File: src/rtl/run_detector.sv
// run_detector: samples a serial bit on qualified cycles, tracks the current
// run length (repeated value, or alternating values in mode 11) in a
// saturating counter, raises a Moore flag once the programmed run length is
// reached, and emits one registered pulse per run while counting detections.
module run_detector #(
  parameter int RUN_MAX = 8,
  parameter int CNT_W   = 4,
  parameter int HIT_W   = 8
) (
  input  logic             clk,
  input  logic             reset,
  input  logic             en,
  input  logic             w,
  input  logic             clr,
  input  logic [1:0]       mode,
  input  logic [CNT_W-1:0] run_len,
  output logic [CNT_W-1:0] State,
  output logic             last_bit,
  output logic             z,
  output logic             match,
  output logic [HIT_W-1:0] hits
);

  localparam logic [CNT_W-1:0] CNT_MAX = CNT_W'(RUN_MAX);
  localparam logic [CNT_W-1:0] CNT_ONE = CNT_W'(1);
  localparam logic [HIT_W-1:0] HIT_ONE = HIT_W'(1);
  localparam logic [HIT_W-1:0] HIT_SAT = '1;

  logic [CNT_W-1:0] cnt_q, cnt_d;
  logic             last_q, last_d;
  logic             match_q, match_d;
  logic [HIT_W-1:0] hits_q, hits_d;

  logic [CNT_W-1:0] rl;
  logic             z_cur;
  logic             z_next;
  logic             extend;

  // Detect condition for a given counter/last-bit pair under the current
  // mode and effective threshold. cnt==0 means no history, never a detect.
  function automatic logic detect(input logic [CNT_W-1:0] c,
                                  input logic             lb,
                                  input logic [1:0]       m,
                                  input logic [CNT_W-1:0] thr);
    logic qual;
    case (m)
      2'b00:   qual = lb;
      2'b01:   qual = ~lb;
      default: qual = 1'b1;
    endcase
    return qual && (c >= thr) && (c != '0);
  endfunction

  // Effective threshold: run_len clamped into 1..RUN_MAX.
  always_comb begin
    rl = run_len;
    if (run_len == '0) begin
      rl = CNT_ONE;
    end else if (run_len > CNT_MAX) begin
      rl = CNT_MAX;
    end
  end

  // Next-state: run counter, last bit, detection pulse and hit counter.
  always_comb begin
    cnt_d   = cnt_q;
    last_d  = last_q;
    hits_d  = hits_q;
    match_d = 1'b0;
    extend  = 1'b0;
    z_cur   = detect(cnt_q, last_q, mode, rl);
    z_next  = 1'b0;
    if (clr) begin
      cnt_d  = '0;
      last_d = 1'b0;
      hits_d = '0;
    end else if (en) begin
      last_d = w;
      if (cnt_q == '0) begin
        cnt_d = CNT_ONE;
      end else begin
        // Alternating mode extends on a change; other modes on a repeat.
        extend = (mode == 2'b11) ? (w != last_q) : (w == last_q);
        if (!extend) begin
          cnt_d = CNT_ONE;
        end else if (cnt_q < CNT_MAX) begin
          cnt_d = cnt_q + CNT_ONE;
        end else begin
          cnt_d = CNT_MAX;
        end
      end
      // Pulse only on the rising edge of the detect flag: one per run.
      z_next  = detect(cnt_d, last_d, mode, rl);
      match_d = z_next && !z_cur;
      if (match_d && (hits_q != HIT_SAT)) begin
        hits_d = hits_q + HIT_ONE;
      end
    end
  end

  // State registers with asynchronous active-low clear.
  always_ff @(posedge clk or negedge reset) begin
    if (!reset) begin
      cnt_q   <= '0;
      last_q  <= 1'b0;
      match_q <= 1'b0;
      hits_q  <= '0;
    end else begin
      cnt_q   <= cnt_d;
      last_q  <= last_d;
      match_q <= match_d;
      hits_q  <= hits_d;
    end
  end

  assign State    = cnt_q;
  assign last_bit = last_q;
  assign z        = z_cur;
  assign match    = match_q;
  assign hits     = hits_q;

endmodule

File: config.mk
export PLATFORM = sky130hd
export DESIGN_NAME = run_detector
export DESIGN_NICKNAME = d
export VERILOG_FILES = /design/src/rtl/run_detector.sv
export SDC_FILE = /design/constraint.sdc
export NUM_CORES = 1
export LEC_CHECK = 0
export BUFFER_PORTS_ARGS = -buffer_cell sky130_fd_sc_hd__clkbuf_2
export CAP_MARGIN = 0
export CORE_ASPECT_RATIO = 0.7
export CORE_MARGIN = 3
export CORE_UTILIZATION = 27
export DETAILED_ROUTE_END_ITERATION = 7
export SLEW_MARGIN = 30
export SYNTH_ARGS = -nofsm -noshare
export SYNTH_HDL_FRONTEND = slang
export SYNTH_SLANG_ARGS = --single-unit
File: constraint.sdc
create_clock -name clk -period 6.8 [get_ports clk]
set_clock_uncertainty 0.15 [all_clocks]
set_input_delay 1.36 -clock clk [delete_from_list [all_inputs] [get_ports clk]]
set_output_delay 1.36 -clock clk [all_outputs]
set_load 0.02 [all_outputs]
Word-level counts from Yosys, hierarchy flattened
Index checks and enable logic that the tools add are counted.
Widths: inputs -> output; s select.

storage, ports and cells
  word-level logic and storage cells = 53
  input port bits = 11
  register bits = 14

operators by class
  equal/unequal tests = 5
  add/subtract/negate cells = 2
  multiplexer cells = 21
  reductions and logical operators = 15
  bitwise operators = 2
  order comparisons = 4

operator list
  cell                 count
  $mux 4               9
  $mux 8               3
  $add 8x1->8 const B  1
  $ge 4x4->1           2
  $logic_not 4->1      2
  $ne 8x8->1 const B   1
  $reduce_bool 4->1    2
  $mux 1               7
  $logic_and 1x1->1    6
  $add 4x1->4 const B  1
  $gt 4x4->1 const B   1
  $lt 4x4->1 const B   1
  $pmux 1 s2           2
  $reduce_bool 2->1    2
  $eq 2x1->1 const B   1
  $eq 2x2->1 const B   1
  $logic_not 2->1      1
  $not 1->1            2
  $reduce_and 2->1     1
  $eq 1x1->1           1
  $logic_not 1->1      1
  $ne 1x1->1           1

Longest topological paths before layout
  depth after elaboration = 14
  depth in mapped cells = 12

Least setup slack after synthesis
Ideal clock, no wire load.

  path kind = in2out
  start point = input run_len[3]
  end point = output z
  buffers on the path = 0
  stages = 5
  setup slack = 2.792 ns
  arrival time = 2.498 ns
  required time = 5.290 ns
  path through = nand2b_1 ha_1 a211o_1 a31oi_1 nor3_1

between the ends
  word-level cells in the longest chain between the ends = 6
  elaborated cells on any way between the ends = 7
  classes of those cells = order compare (2); mux (2); reduce/logical (3)

ends and longest elaborated chain
  item                                line  RTL
  start, declared                     16    input logic [CNT_W-1:0] run_len,
  $gt 4x4->1                          59    end else if (run_len > CNT_MAX) begin
  $mux 4                              59
  $mux 4 (*)                          57    if (run_len == '0) begin
  $ge 4x4->1 (*)                      51    return qual && (c >= thr) && (c != '0);
  $logic_and 1x1->1 (*) (2 in a row)  51
  end, declared                       19    output logic z,

Mark *: on every way between the ends. The rest lies on a longest branch, timed or not.

Final worst setup path
Ends and elaborated chain as after synthesis.

==> results.sh <==
export IMPL_drv_slew=0
export IMPL_synth_flop_cell="dfrtp_1"
export IMPL_synthesis_area_sq_um=1060
export IMPL_synth_xor_area_share_pct=4.11
export IMPL_synth_top_area_share_pct=32.9
export IMPL_path_buf_inv=2
export IMPL_drc=0
export IMPL_hold_path_class="flip-flop to flip-flop"
export IMPL_crit_type="primary input to output pin"
export IMPL_clkTransAtPathRegs_ps=50
export IMPL_grt_use_total_pct=11.3
export IMPL_clk_path_buf_depth=2
export IMPL_drv_cap=0
export IMPL_netlist_cell_type_count=33
export IMPL_areaGrowthSynthToFinish_pct=19.3
export IMPL_cts_setup_buffers=0
export IMPL_cp_end_kind="output pin"
export IMPL_drt_total_wl_um=2500
export IMPL_core_area_sq_um=3650
export IMPL_tightest_slew_ps=374
export IMPL_synth_common_cells="nor2_1, dfrtp_1, a21oi_1"
export IMPL_cts_tree="yes"
export IMPL_grt_pass1_wl_um=4250
export IMPL_viasPerCell=4.97
export IMPL_cp_required_ps=5290
export IMPL_ctsHoldBuffers=0
export IMPL_synthAdderAreaFrac_pct=11.8
export IMPL_io_pins=26
export IMPL_critPathMaxFanout=3
export IMPL_fin_crit_ps=4150
export IMPL_wl_per_cell_um=12.7
export IMPL_yosysMostFrequentCell="nor2_1"
export IMPL_regArea_sq_um=350
export IMPL_final_net_count=170
export IMPL_min_period_over_period_pct=61.0
export IMPL_status="finished clean"
export IMPL_cp_slowest_stage_delay_ps=310
export IMPL_dieArea_sq_um=4750
export IMPL_drt_iter0_drc=97
export IMPL_clock_sinks=14
export IMPL_numCtsBuffers=3
export IMPL_port_buffers=25
export IMPL_synth_edf_count=0
export IMPL_clkPwrFrac_pct=35.0
export IMPL_grt_start_max_net_pins=17
export IMPL_rsz0062_at_grt="no"
export IMPL_ys_seq_elements=14
export IMPL_tns_ps=0
export IMPL_vias=980
export IMPL_max_freq_mhz=241
export IMPL_postSynthCellCount=123
export IMPL_ir_drop_v=0.0000429
export IMPL_synth_nets=144
export IMPL_synth_area_leader_cell="dfrtp_1"
export IMPL_antennaDiodeCount=0
export IMPL_root_buffer="clkbuf_8"
export IMPL_pwr_density_cell_nw_per_um2=148
export IMPL_avgSynthCellArea_sq_um=8.66
export IMPL_dr_pass1_iters=4
export IMPL_total_power_mw=0.189
export IMPL_final_layout_size_suffix_gt1_share_pct=23.1
export IMPL_cts_resized=0
export IMPL_crit_family="compound AO/OA/AOI/OAI gates"
export IMPL_die_w_um=81.1
export IMPL_synth_mux_area_share_pct=4.94
export IMPL_synth_compound_area_share_pct=16.2
export IMPL_htreeDepth=1
export IMPL_drtAntennaViolNets=0
export IMPL_start_util_pct=29.2
export IMPL_path_cells="clkbuf_2, nand2b_1, ha_1, a211o_1, a31oi_1, nor3_1, clkbuf_2"
export IMPL_yosys_area_share_simple_pct=26.1
export IMPL_intPower_mw=0.137
export IMPL_critPathLaunchType="primary input"
export IMPL_synth_yosys_seq_area_share_pct=32.9
export IMPL_worstSkewPairLatency_ps=240
export IMPL_seqPwrFrac_pct=46.3
export IMPL_synth_top_family_by_area="simple AND/OR/NAND/NOR gates"
export IMPL_relSlewSlack_pct=74.9
export IMPL_final_hold_viol_count=0
export IMPL_antenna_found_initial=0
export IMPL_core_rowCount=18
export IMPL_gp_congestion=0.865
export IMPL_nFillCells=387
export IMPL_combPwrFrac_pct=18.8
export IMPL_finalSetupViolCount=0
export IMPL_globalRouteOverflowTotal=0
export IMPL_first_global_vias=955
export IMPL_dpl_hpwl_um=1990
export IMPL_crit_arrival_ps=2640
export IMPL_crit_slowest_cell="ha_1"
export IMPL_async_flop_share_pct=100
export IMPL_switching_share_pct=27.6
export IMPL_cpMostUsedCell="clkbuf_2"
export IMPL_multi_input_area_sq_um=672
export IMPL_synth_area_top_cells="dfrtp_1, ha_1, nor2_1"
export IMPL_leakagePower_nw=0.607
export IMPL_fp_dieH_um=58.5
export IMPL_power_switching_mw=0.0520
export IMPL_yosysWarningCount=0
==> cells by family (layout without fill, tap and decap cells) <==
group,after synthesis,in the layout
flops,14,14
simple gates,52,52
mux,5,5
buf+inv,9,33
fa+ha+maj,10,10
compound gates,28,28
xor+xnor,5,5
==> cell type report <==
class | instances | area share (%)
inverter | 5 | 1.48
sequential | 14 | 27.6
clock buffer | 3 | 3.25
multi-input combinational | 100 | 52.9
timing repair buffer | 25 | 9.85
tap | 50 | 4.93
==> metrics by stage <==
step / area, sq um / worst slack [ps] / util [%] / instances / hold WS, ps
final: 1270 / 2650 / 34.8 / 197 / 428
after global routing: 1270 / 2570 / 34.8 / 197 / 446
after CTS: 1270 / 2650 / 34.8 / 197 / 429
after detailed placement: 1230 / 2650 / 33.7 / 194 / 418
after global placement: 1230 / 2670 / 33.7 / 194 / 405
after floorplan: 1060 / 2790 / - / 123 / 489
==> worst min-delay path, cell delays in order, from the launching register on <==
cell	delay [ps]
dfrtp_1	400
o31ai_1	80
a21oi_1	60
==> layout by cell type (no fill, tap or decap), types with 3 or more instances in the layout <==
master    netlist  final
nor2_1         15     15
ha_1           10     10
inv_1           5      5
o21ai_0         4      4
clkbuf_8        0      3
nor2b_1         4      4
clkbuf_2        0     25
nand2b_1        5      5
dfrtp_1        14     14
nand2_1         7      7
o31ai_1         3      3
a21oi_1        11     11
nand3_1         4      4
or4_1           3      3
nor3_1          5      5
xor2_1          4      4
or3_1           3      3
mux2i_1         3      3
==> power groups by stage <==
stage          logic [mW]  registers (mW)  clock network [mW]
2_1_floorplan      0.0222          0.0900                   0
3_3_place_gp       0.0340          0.0885                   0
3_5_place_dp       0.0353          0.0886                   0
4_1_cts            0.0355          0.0871              0.0686
5_1_grt            0.0401          0.0874              0.0717
6_report           0.0354          0.0872              0.0659
==> routing by layer <==
layer	up-vias	global-route usage (%)	part of all wire, %
met5	-	0	0
met2	16	20.5	52
li1	491	-	-
met4	0	2.89	0
met1	473	13.1	44
met3	0	3.21	3.9
==> state kept, by name, indices dropped and copies added, names as in the netlist <==
register and count:
State 4, last_bit 1, hits 8, match 1
==> worst paths after layout <==
check	start	endpoint	slack (ps)	cells past startpoint
max reg2reg	last_bit	hits[6]	3690	10
min	hits[2]	hits[2]	430	2
max	run_len[3]	z	2650	7
max in group asynchronous	reset	last_bit	5370	1
min reg2reg	hits[2]	hits[2]	430	2
min in group asynchronous	reset	hits[1]	870	1
Note: power is estimated with default switching activity, not from simulation.
